[src/rtl/divider_pkg.sv]
// Shared definitions for the sequential restoring divider.
//   state_e : controller states (IDLE, RUN, DONE)
//   cnt_w() : width of the step counter for a given operand width
package divider_pkg;

  typedef enum logic [1:0] {
    IDLE = 2'd0,
    RUN  = 2'd1,
    DONE = 2'd2
  } state_e;

  // Counter holds WIDTH-1 down to 0; never narrower than one bit.
  function automatic int cnt_w(input int width);
    return (width < 2) ? 1 : $clog2(width);
  endfunction

endpackage

[src/rtl/divider_step.sv]
// One combinational restoring-division step, MSB first.
// Ports:
//   r_i  [WIDTH] partial remainder entering the step
//   q_i  [WIDTH] dividend/quotient shift register (MSB is the next dividend bit)
//   d_i  [WIDTH] divisor
//   r_o  [WIDTH] partial remainder after the step
//   q_o  [WIDTH] shift register with the new quotient bit in the LSB
module divider_step #(
  parameter int WIDTH = 8
) (
  input  logic [WIDTH-1:0] r_i,
  input  logic [WIDTH-1:0] q_i,
  input  logic [WIDTH-1:0] d_i,
  output logic [WIDTH-1:0] r_o,
  output logic [WIDTH-1:0] q_o
);

  logic [WIDTH:0]   wide;
  logic [WIDTH-1:0] diff;
  logic             ge;

  always_comb begin
    // Shifted remainder needs one extra bit before the compare.
    wide = {r_i, q_i[WIDTH-1]};
    ge   = (wide >= {1'b0, d_i});
    // When ge holds the true difference is < d_i, so the low WIDTH bits
    // of the subtraction are exact and the carry-out can be dropped.
    diff = wide[WIDTH-1:0] - d_i;
    r_o  = ge ? diff : wide[WIDTH-1:0];
    q_o  = {q_i[WIDTH-2:0], ge};
  end

endmodule

[src/rtl/seq_unsigned_divider.sv]
// Multi-cycle restoring unsigned divider with start/busy/done handshake.
// One quotient bit per clock; a result is ready WIDTH edges after accept.
// Ports:
//   clk, rst_n         clock (rising edge), synchronous active-low reset
//   start              request, honoured only in IDLE or DONE
//   dividend, divisor  operands, captured on the accepting edge
//   busy               high while iterating
//   done               one-cycle pulse; results valid from then on
//   quotient/remainder floor(a/b) and a mod b (held until next accept)
//   div_zero           captured divisor was zero
// Build option:
//   DIV_ZERO_SHORTCUT_EN  a zero divisor completes one edge after accept
//                         instead of running all WIDTH steps.
module seq_unsigned_divider #(
  parameter int WIDTH = 8
) (
  input  logic             clk,
  input  logic             rst_n,
  input  logic             start,
  input  logic [WIDTH-1:0] dividend,
  input  logic [WIDTH-1:0] divisor,
  output logic             busy,
  output logic             done,
  output logic [WIDTH-1:0] quotient,
  output logic [WIDTH-1:0] remainder,
  output logic             div_zero
);

  import divider_pkg::*;

  localparam int CW = cnt_w(WIDTH);

  state_e           state_q, state_d;
  logic [CW-1:0]    cnt_q, cnt_d;
  logic [WIDTH-1:0] r_q, r_d;   // partial remainder
  logic [WIDTH-1:0] q_q, q_d;   // dividend bits shift out, quotient bits shift in
  logic [WIDTH-1:0] d_q, d_d;
  logic             dz_q, dz_d;
  logic             accept;

  logic [WIDTH-1:0] r_step, q_step;

  divider_step #(.WIDTH(WIDTH)) u_step (
    .r_i (r_q),
    .q_i (q_q),
    .d_i (d_q),
    .r_o (r_step),
    .q_o (q_step)
  );

  always_comb begin
    state_d = state_q;
    cnt_d   = cnt_q;
    r_d     = r_q;
    q_d     = q_q;
    d_d     = d_q;
    dz_d    = dz_q;
    accept  = start && ((state_q == IDLE) || (state_q == DONE));

    case (state_q)
      IDLE: ;
      RUN: begin
`ifdef DIV_ZERO_SHORTCUT_EN
        if (dz_q) begin
          // q_q still holds the untouched dividend on the first RUN edge.
          r_d     = q_q;
          q_d     = '1;
          cnt_d   = '0;
          state_d = DONE;
        end else
`endif
        begin
          r_d   = r_step;
          q_d   = q_step;
          cnt_d = cnt_q - CW'(1);
          if (cnt_q == '0) begin
            cnt_d   = '0;
            state_d = DONE;
          end
        end
      end
      DONE:    state_d = IDLE;
      default: state_d = IDLE;
    endcase

    if (accept) begin
      q_d     = dividend;
      d_d     = divisor;
      r_d     = '0;
      dz_d    = (divisor == '0);
      cnt_d   = CW'(WIDTH - 1);
      state_d = RUN;
    end
  end

  always_ff @(posedge clk) begin
    if (!rst_n) begin
      state_q <= IDLE;
      cnt_q   <= '0;
      r_q     <= '0;
      q_q     <= '0;
      d_q     <= '0;
      dz_q    <= 1'b0;
    end else begin
      state_q <= state_d;
      cnt_q   <= cnt_d;
      r_q     <= r_d;
      q_q     <= q_d;
      d_q     <= d_d;
      dz_q    <= dz_d;
    end
  end

  assign busy      = (state_q == RUN);
  assign done      = (state_q == DONE);
  assign quotient  = q_q;
  assign remainder = r_q;
  assign div_zero  = dz_q;

endmodule

[config.mk]
export PLATFORM = sky130hd
export DESIGN_NAME = seq_unsigned_divider
export DESIGN_NICKNAME = d
export VERILOG_FILES = /design/src/rtl/divider_pkg.sv /design/src/rtl/divider_step.sv /design/src/rtl/seq_unsigned_divider.sv
export SDC_FILE = /design/constraint.sdc
export NUM_CORES = 1
export LEC_CHECK = 0
export BUFFER_PORTS_ARGS = -buffer_cell sky130_fd_sc_hd__buf_2
export CAP_MARGIN = 20
export CORE_MARGIN = 2
export CORE_UTILIZATION = 30
export CTS_CLUSTER_DIAMETER = 100
export DETAILED_ROUTE_END_ITERATION = 8
export PLACE_DENSITY = 0.47
export SYNTH_ARGS = -nofsm -noshare
export SYNTH_HDL_FRONTEND = slang
export SYNTH_HIERARCHICAL = 1
export SYNTH_SLANG_ARGS = --single-unit
[constraint.sdc]
create_clock -name clk -period 3 [get_ports clk]
set_input_delay 0.45 -clock clk [delete_from_list [all_inputs] [get_ports clk]]
set_output_delay 0.45 -clock clk [all_outputs]
set_load 0.005 [all_outputs]
# After elaboration in Yosys (flattened, before gate mapping)

Index checks and enable logic that the tools add are counted.

Output and inout bits: 19
Register bits: 30
Logic and storage cells: 35

Reduce and logical (&&, ||, !) cells: 9
Add/sub/neg operators: 2
Magnitude comparators: 1
Equality and inequality tests: 5
Bitwise operators: 2
Mux-type cells: 9

Operators by type and width:

| cell                  | count |
|---|---|
| $mux W8               | 3 |
| $ge A9 B8 Y1          | 1 |
| $mux W3               | 3 |
| $logic_not A8 Y1      | 1 |
| $sub A8 B8 Y8         | 1 |
| $pmux W2 S2           | 1 |
| $reduce_and A2 Y1     | 2 |
| $logic_not A3 Y1      | 1 |
| $ne A3 B1 Y1 const B  | 1 |
| $sub A3 B1 Y3 const B | 1 |
| $eq A2 B1 Y1 const B  | 1 |
| $eq A2 B2 Y1 const B  | 1 |
| $logic_not A2 Y1      | 1 |
| $mux W2               | 1 |
| $ne A2 B1 Y1 const B  | 1 |
| $ne A2 B2 Y1 const B  | 1 |
| $not A1 Y1            | 2 |
| $reduce_bool A2 Y1    | 1 |
| $reduce_or A2 Y1      | 1 |
| $logic_and A1 B1 Y1   | 1 |
| $logic_or A1 B1 Y1    | 1 |
| $mux W1               | 1 |

# Depth between registers and ports, before layout

Gate-level depths: netlist (run 1).

Depth in word-level cells: 5
Mapped depth: 12
Gate-level depth less buffers: 10

# Modules after synthesis

The synthesis (run 1) kept the hierarchy.

By module, submodules not included:

| module               | cells an instance | area an instance (um^2) | instances | sequential area each (um^2) |
|---|---|---|---|---|
| seq_unsigned_divider | 149               | 1,157.4                 | 1         | 600.6 |
| divider_step         | 74                | 599.3                   | 1         | 0.0 |

# Worst setup path after synthesis (run 1)

No wires, ideal clock.

Path kind: reg-to-reg
Start point: reg q_q[7], in the netlist quotient[7]
End point: reg r_q[6], in the netlist remainder[6]
Clock period less this slack: 2.122 ns
Cell stages (with the launch flop): 11
Required time: 2.874 ns
Setup slack: 0.878 ns
Data arrival time: 1.996 ns
Cell sequence: dfxtp_1 > inv_1 > ha_1 > fa_1 > nor2b_1 > o31a_1 > nor4_1 > a311o_1 > mux2_4 > nand2_1 > a21oi_1

Cells in the longest elaborated chain, start to end: 2

RTL lines:

| element                                       | line                                   | source |
|---|---|---|
| from (decl)                                   | seq_unsigned_divider.sv:36             | `logic [WIDTH-1:0] q_q, q_d;` |
| from (signal assigned)                        | seq_unsigned_divider.sv:108            | `q_q <= q_d;` |
| $sub A8 B8 Y8 or $ge A9 B8 Y1 (tied branches) | divider_step.sv:28, divider_step.sv:25 |  |
| $mux W8 (*)                                   | divider_step.sv:29                     | `r_o = ge ? diff : wide[WIDTH-1:0];` |
| net r_step[6]                                 | seq_unsigned_divider.sv:41             | `logic [WIDTH-1:0] r_step, q_step;` |
| to (signal assigned)                          | seq_unsigned_divider.sv:107            | `r_q <= r_d;` |
| to (decl)                                     | seq_unsigned_divider.sv:35             | `logic [WIDTH-1:0] r_q, r_d;` |

Mark *: on every way through the listed nets, which the timed path passes. The rest lies on a longest branch.
A chain may end at the register's enable or synchronous reset.

# Final worst setup path (run 1)

Start point: reg d_q[6]
End point: reg r_q[6], in the netlist remainder[6]

Cells in the longest elaborated chain, start to end: 2

RTL lines:

| element                                       | line                                   | source |
|---|---|---|
| from (decl)                                   | seq_unsigned_divider.sv:37             | `logic [WIDTH-1:0] d_q, d_d;` |
| from (signal assigned)                        | seq_unsigned_divider.sv:102            | `d_q <= '0;` |
| from (signal assigned)                        | seq_unsigned_divider.sv:109            | `d_q <= d_d;` |
| $sub A8 B8 Y8 or $ge A9 B8 Y1 (tied branches) | divider_step.sv:28, divider_step.sv:25 |  |
| $mux W8 (*)                                   | divider_step.sv:29                     |  |
| net r_step[6]                                 | seq_unsigned_divider.sv:41             |  |

Marked as above.

==> results.ini, run 1 <==
[grt]
overflow = 0
antenna_found_initial = 0
grt_max_degree = 23
grt_pass1_vias = 1392
grtUsageTotal_pct = 13.3
grt_pass1_wl_um = 6580

[layout]
layout-drive-gt1-share_pct = 22.6
diodes = 0
fin_nets = 281
fillCellCount = 604
syn2layout_area_growth_pct = 15.2

[drt]
wire_per_inst_um = 12.4
top_layer_used = met4
drt-pass1-iter-count = 4
via_count = 1484
wl_met3_um = 132
ant_nets = 0
wl_met2_um = 1650
viasPerCell = 4.58
wl_um = 4000
drc = 0
m1WireLength_um = 2180
drt_iter0_drc = 61

[placed_design]
place_congestion = 0.821
io_buffers = 37
place_ws_ns = 0.535
place_hpwl_um = 2990

[critical_path]
path_cells = inv_1 -> ha_1 -> a21o_1 -> a2111oi_2 -> o21a_1 -> mux2_4 -> nand2_1 -> a21oi_1
crit_type = reg2reg
endpoint_kind = register
startpoint_type = register
worst-path-buf-inv = 1
crit_arrival_ns = 2.61
cpPeakStageDelay_ns = 0.52
critPathSlowestCell = o21a_1
critPathMaxFanout = 9
cp.required_ns = 3.15
path_delay_family = compound AO/OA/AOI/OAI gates

[timing]
finalMaxSlewViolations = 0
relSlewSlack_pct = 63.8
setup_tns_ns = 0
rsz0062_at_grt = false
post-route-min-period_ns = 2.47
finalHoldViolCount = 0
skew_ns = 0.00618
worst_slew_pin_slew_ns = 0.542
fin_crit_sh_pct = 82.2
setup_viol = 0
worst_slack_ns = 0.535
fmax_mhz = 406

[logic_synthesis]
ys_warn_count = 6
seq_area_frac_synth_pct = 34.2
mappedNetlistArea_um2 = 1760
ys_types = 35
synth-edff-count = 0
async_flop_share_pct = 0
ys_seq_elements = 30
synth_ff_type = dfxtp_1
syn_avg_cell_area_um2 = 7.88
synth_fp_nets = 253
postSynthCellCount = 223

[clock_tree]
cts.sinks = 30
cts_resized = 0
cts_tree = done
cts_setup_buffers = 0
clk_root_buffer_cell = clkbuf_8
h-tree-depth = 2
ctsHoldBuffers = 0
clk_pin_slew_ns = 0.06
clk_path_buf_depth = 2
insertion_delay_ns = 0.28
cts_buffers = 5

[power_and_ir_drop]
power_density_nw_per_um2 = 564
ir_worst_vdd_mv = 0.243
combPwrFrac_pct = 31.2
swShare_pct = 30.8
pwr-share-seq_pct = 39.5
pwr-share-clk_pct = 29.3
internal_power_uw = 790
p_switching_uw = 352
p_leak_uw = 0.000889

[floorplanning]
fp-row-count = 27
die_area_um2 = 6480
dieHeight_um = 80.5
core-area_um2 = 5570
dieWidth_um = 80.5
ios = 38
start_util_pct = 31.5

[hold_path]
worstHoldPathType = in2reg

[run]
drv_cap = 0

[status]
status = finished, final reports clean

## worst reg2reg max path, cell delays in order, from the launching register on
cell and delay [ns]:
dfxtp_1 0.33, inv_1 0.05, ha_1 0.36, a21o_1 0.25, a2111oi_2 0.37, o21a_1 0.52, mux2_4 0.34, nand2_1 0.06
a21oi_1 0.06
## cells in the final DEF, fill, tap and decap left out, drive strengths merged, types with 2 or more instances in the layout
master	synthesis	routed
nor2	7	7
a21o	3	3
a31oi	11	11
nand2	54	54
nor2b	3	3
nor4	3	3
nand3	3	3
clkbuf	4	7
a21oi	20	20
mux2	6	6
xnor2	3	3
nand2b	4	4
inv	15	15
a211oi	2	2
buf	15	40
nor3	3	3
mux2i	2	2
o21ai	12	12
dfxtp	30	30
ha	10	10
o21a	3	3
clkinv	1	2
## metrics by stage
stage          utilization (%)  std cells  total power [uW]  cell area [um^2]  hold WS (ns)
2_1_floorplan                -        223               767              1760         0.436
3_3_place_gp              34.7        316               815              1930         0.445
3_5_place_dp              34.7        316               818              1930         0.448
4_1_cts                   36.3        324              1160              2020         0.422
5_1_grt                   36.3        324              1210              2020         0.426
6_report                  36.3        324              1140              2020         0.430
## state kept, by name, summed over array words and instances, names as in the netlist
signal     count
cnt_q          3
d_q            8
div_zero       1
quotient       8
remainder      8
state_q        2
## path summary, 6_finish.rpt
| kind | cells past startpoint | start | slack (ns) | endpoint |
|---|---|---|---|---|
| setup / recovery | 8 | d_q[6] | 0.53 | remainder[6] |
| hold / removal | 3 | divisor[6] | 0.43 | d_q[6] |
| setup reg to reg | 8 | d_q[6] | 0.53 | remainder[6] |
| hold reg to reg | 2 | d_q[3] | 0.45 | d_q[3] |
## cells in the mapped netlist, types with 2 or more instances
cell	instances	area [um^2]
a21oi_1	20	100
nor3_1	3	15.0
o21a_1	3	22.5
mux2_4	6	90.1
inv_1	15	56.3
o21ai_0	12	60.1
nor2b_1	3	18.8
clkbuf_1	4	15.0
buf_2	5	25.0
xnor2_1	3	26.3
nand2b_1	4	25.0
a31oi_1	11	68.8
mux2i_1	2	20.0
buf_6	2	22.5
nand3_1	3	15.0
nand2_1	54	203
nor4_1	3	18.8
a21o_1	2	15.0
ha_1	10	125
dfxtp_1	30	601
buf_4	8	60.1
nor2_1	7	26.3
## routing by layer
layer | GRT usage [%] | vias up
met3 | 3.48 | 6
li1 | - | 808
met5 | 0 | -
met1 | 18.9 | 648
met2 | 19.4 | 22
met4 | 4.07 | 0
## cell families (layout without fill, tap and decap cells)
kind of cell / after synthesis / after routing / share of synthesized area (%)
AND/OR/NAND/NOR: 80 / 80 / 19.5
adder cells (fa/ha/maj): 11 / 11 / 8.26
AO/OA/AOI/OAI: 56 / 56 / 19.9
multiplexers: 8 / 8 / 6.27
XOR/XNOR: 3 / 3 / 1.50
buffers and inverters: 35 / 64 / 10.4
flip-flops: 30 / 30 / 34.2
## power by group through the flow
stage	sequential (uW)	clock, uW	combinational, uW
after floorplan	456	0	311
after global placement	459	0	356
after detailed placement	460	0	357
after CTS	451	346	359
after global routing	455	364	393
final	451	335	356
## final cells by class
cell class | count | area (um^2) | share of cell area [%]
clock inverter | 1 | 5.00 | 0.247
clock buffer | 7 | 86.3 | 4.27
inverter | 16 | 60.1 | 2.97
timing repair buffer | 40 | 208 | 10.3
tap | 72 | 90.1 | 4.45
multi-input combinational | 158 | 973 | 48.1
sequential | 30 | 601 | 29.7
No activity file was read; power rests on OpenSTA's default activity.
==> run 2: changes to the inputs <==
clock period = 2.4 ns   (was 3 ns; I/O delays follow)
==> results.ini, run 2 (synthesis gave the netlist of run 1 again) <==
[clock_tree]
clk_pin_slew_ns = 0.07
insertion_delay_ns = 0.28
clk_path_buf_depth = 2
h-tree-depth = 2
clk_root_buffer_cell = clkbuf_8
cts.sinks = 30
cts_buffers = 5
cts_setup_buffers = 0
cts_tree = done

[layout]
final_common_cell = nand2_1
fillCellCount = 612
syn2layout_area_growth_pct = 17.6
layout_common_cells = nand2_1, buf_2, dfxtp_1
diodes = 0
fin_nets = 284
utilization_pct = 37.1
layout-drive-gt1-share_pct = 24.7

[critical_path]
worst-path-buf-inv = 2
reg2reg_slack_ns = 0.15
crit_arrival_ns = 2.41
critPathMaxFanout = 9
r2r_end = remainder[7]
cp-endpoint = remainder[7]
path_delay_family = compound AO/OA/AOI/OAI gates
endpoint_kind = register
path_cells = inv_1 -> ha_1 -> a21o_1 -> a2111oi_2 -> o21a_1 -> buf_12 -> mux2_4 -> nand2_1 -> a21oi_1
startpoint = d_q[6]
cpPeakStageDelay_ns = 0.36
crit_cells = 9
r2r_start = d_q[6]
rr_worst_depth = 9
critPathSlowestCell = a2111oi_2
crit_type = reg2reg
startpoint_type = register
cp.required_ns = 2.56

[floorplanning]
dieWidth_um = 80.5
dieHeight_um = 80.5
fp-row-count = 27
ios = 38
die_area_um2 = 6480
start_util_pct = 31.5
core-area_um2 = 5570

[timing]
worst_slew_pin_slew_ns = 0.567
setup_viol = 0
fin_crit_sh_pct = 93.9
setup_tns_ns = 0
relSlewSlack_pct = 62.1
finalMaxSlewViolations = 0
worst_slack_ns = 0.146
finalHoldViolCount = 0
post-route-min-period_ns = 2.25
hold_slack_ns = 0.323
skew_ns = 0.00523
fmax_mhz = 444
rsz0062_at_grt = false

[power_and_ir_drop]
ir_worst_vdd_mv = 0.379
p_total_uw = 1470
p_leak_uw = 0.000907
power_density_nw_per_um2 = 710

[drt]
viasPerCell = 4.60
drt_iter0_drc = 37
ant_nets = 0
drt-pass1-iter-count = 4
drc = 0
via_count = 1504
wl_um = 3920
wire_per_inst_um = 12.0

[grt]
grt_max_degree = 29
grt_use_met1_pct = 18.9
antenna_found_initial = 0
grt_pass1_wl_um = 6650
overflow = 0
grt_use_met3_pct = 3.82
grt_pass1_vias = 1393
met2_usage_pct = 19.3
grtUsageTotal_pct = 13.4
grt_most_used_layer = met2

[placed_design]
place_congestion = 0.776
place_ws_ns = 0.127
io_buffers = 37
place_hpwl_um = 3000

[status]
status = finished, final reports clean

[hold_path]
worstHoldPathType = in2reg

[run]
drv_cap = 0

-- run 2: what timing repair did --
item,4_1_cts,5_1_grt
hold buffers,0,0
gates resized for setup,0,2
setup endpoints to repair,0,1
-- run 2: area by class of cell --
type	instances	area [um^2]	share of cell area, %
sequential	30	602	29.1
tap	72	90.1	4.36
inverter	16	60.1	2.91
clock buffer	6	82.6	4.00
multi-input combinational	158	976	47.2
timing repair buffer	43	243	11.8
clock inverter	2	12.5	0.606
-- run 2: worst min-delay path by stage --
stage                           from        to  slack (ns)  cells past startpoint
after floorplan               d_q[2]    d_q[2]        0.44                      2
after global placement        d_q[3]    d_q[3]        0.45                      2
after detailed placement    div_zero  div_zero        0.45                      2
after CTS                 divisor[7]    d_q[7]        0.31                      3
after global routing      divisor[2]    d_q[2]        0.32                      3
final                     divisor[7]    d_q[7]        0.32                      3
-- run 2: metrics by stage --
stage / area, um^2 / std cells
after floorplan: 1760 / 223
after detailed placement: 1970 / 319
after CTS: 2060 / 327
after global placement: 1970 / 319
final: 2070 / 327
after global routing: 2070 / 327
-- run 2: power by group --
| part | switching [uW] | internal, uW |
|---|---|---|
| clock | 194 | 230 |
| combinational | 226 | 252 |
| sequential | 29.2 | 535 |
-- run 2: metal layers --
layer  vias up  wire [um]
met5         -          0
met4         0         23
met3         2        157
met2        28       1630
met1       662       2110
li1        812          -
-- run 2: worst min-delay path, delay by kind of cell --
kind                   cells  cell delay [ns]
AO/OA/AOI/OAI              1             0.05
buffers and inverters      1             0.10
AND/OR/NAND/NOR            1             0.05
==> run 3: changes to the inputs <==
--- a/constraint.sdc
+++ b/constraint.sdc
@@ -3,2 +3,2 @@
 set_output_delay 0.36 -clock clk [all_outputs]
-set_load 0.005 [all_outputs]
+set_load 0.01 [all_outputs]
==> results.ini, run 3 (synthesis gave the netlist of run 1 again) <==
[status]
status = finished, final reports clean

[drt]
viasPerCell = 4.74
drt-pass1-iter-count = 4
drt_iter0_drc = 71
wire_per_inst_um = 11.9
drc = 0
wl_um = 3880
ant_nets = 0
via_count = 1551

[floorplanning]
ios = 38
core-area_um2 = 5570
fp-row-count = 27
dieWidth_um = 80.5
die_area_um2 = 6480
dieHeight_um = 80.5
start_util_pct = 31.5

[clock_tree]
clk_pin_slew_ns = 0.06
cts_setup_buffers = 0
ctsHoldBuffers = 0
cts.sinks = 30
clk_root_buffer_cell = clkbuf_8
cts_tree = done
clk_path_buf_depth = 2
insertion_delay_ns = 0.28
h-tree-depth = 2
cts_buffers = 5
cts_resized = 0

[timing]
setup_tns_ns = 0
post-route-min-period_ns = 2.26
skew_ns = 0.00164
setup_viol = 0
fin_crit_sh_pct = 94.0
worst_slew_pin_slew_ns = 0.525
rsz0062_at_grt = false
finalMaxSlewViolations = 0
relSlewSlack_pct = 64.9
finalHoldViolCount = 0
fmax_mhz = 443

[hold_path]
worstHoldPathType = in2reg

[critical_path]
critPathMaxFanout = 3
cpPeakStageDelay_ns = 0.40
crit_arrival_ns = 2.41
startpoint_type = register
path_cells = inv_1 -> ha_1 -> fa_1 -> nor2b_1 -> o31a_1 -> nor4_1 -> a311o_1 -> mux2_4 -> nand2_1 -> a21oi_1
cp.required_ns = 2.55
critPathSlowestCell = fa_1
endpoint_kind = register
crit_type = reg2reg

[power_and_ir_drop]
p_leak_uw = 0.000908
power_density_nw_per_um2 = 712
p_total_uw = 1470
ir_worst_vdd_mv = 0.301

[grt]
met2_usage_pct = 19.3
overflow = 0
grt_pass1_wl_um = 6670
grt_max_degree = 19
antenna_found_initial = 0
grtUsageTotal_pct = 13.3
grt_most_used_layer = met2
grt_use_met1_pct = 18.2
grt_use_met3_pct = 4.16
grt_pass1_vias = 1490

[layout]
fin_nets = 284
utilization_pct = 36.9
syn2layout_area_growth_pct = 17.2
diodes = 0
layout-drive-gt1-share_pct = 23.5
fillCellCount = 604
layout_common_cells = nand2_1, buf_2, dfxtp_1
final_common_cell = nand2_1

[placed_design]
place_congestion = 0.815
place_hpwl_um = 2930
io_buffers = 37

[run]
drv_cap = 0

[run 3: cell type report]
type	count	area, um^2	area share [%]
clock buffers	7	86.3	4.19
clock inverters	1	5.00	0.243
inverters	16	60.1	2.92
multi-input cells	158	973	47.3
flip-flops and latches	30	601	29.2
well taps	72	90.1	4.38
repair buffers	43	243	11.8
[run 3: critical path: cells and delay by family, from the launching register on]
kind / cells / cell delay [ns]
mux: 1 / 0.26
fa+ha+maj: 2 / 0.61
buf+inv: 1 / 0.06
simple gates: 3 / 0.28
compound gates: 3 / 0.57
flops: 1 / 0.34
[run 3: where the power goes]
group / leakage [uW] / internal, uW / switching (uW)
Clock: 0.0000482 / 231 / 187
Combinational: 0.000614 / 252 / 234
Sequential: 0.000246 / 535 / 27.1
[run 3: per-layer routing]
metal | share of wire (%) | vias up
met4 | 2.0 | 0
met3 | 4.9 | 8
met2 | 41 | 38
met1 | 52 | 686
li1 | - | 819
met5 | 0 | -
[run 3: final timing paths]
kind                                   from           end  slack (ns)  cells past startpoint
worst max-delay path            quotient[7]  remainder[6]        0.14                     10
worst min-delay path             divisor[4]        d_q[4]        0.33                      3
worst max register to register  quotient[7]  remainder[6]        0.14                     10
worst min register to register       d_q[5]        d_q[5]        0.46                      2
[run 3: stage by stage]
step	worst slack (ns)	instances	instance area, um^2	hold WS, ns
finish	0.143	327	2060	0.332
global route	0.00126	327	2060	0.324
CTS	0.144	327	2060	0.312
detailed placement	0.150	319	1970	0.449
global placement	0.153	319	1970	0.446
floorplan	0.232	223	1760	0.436
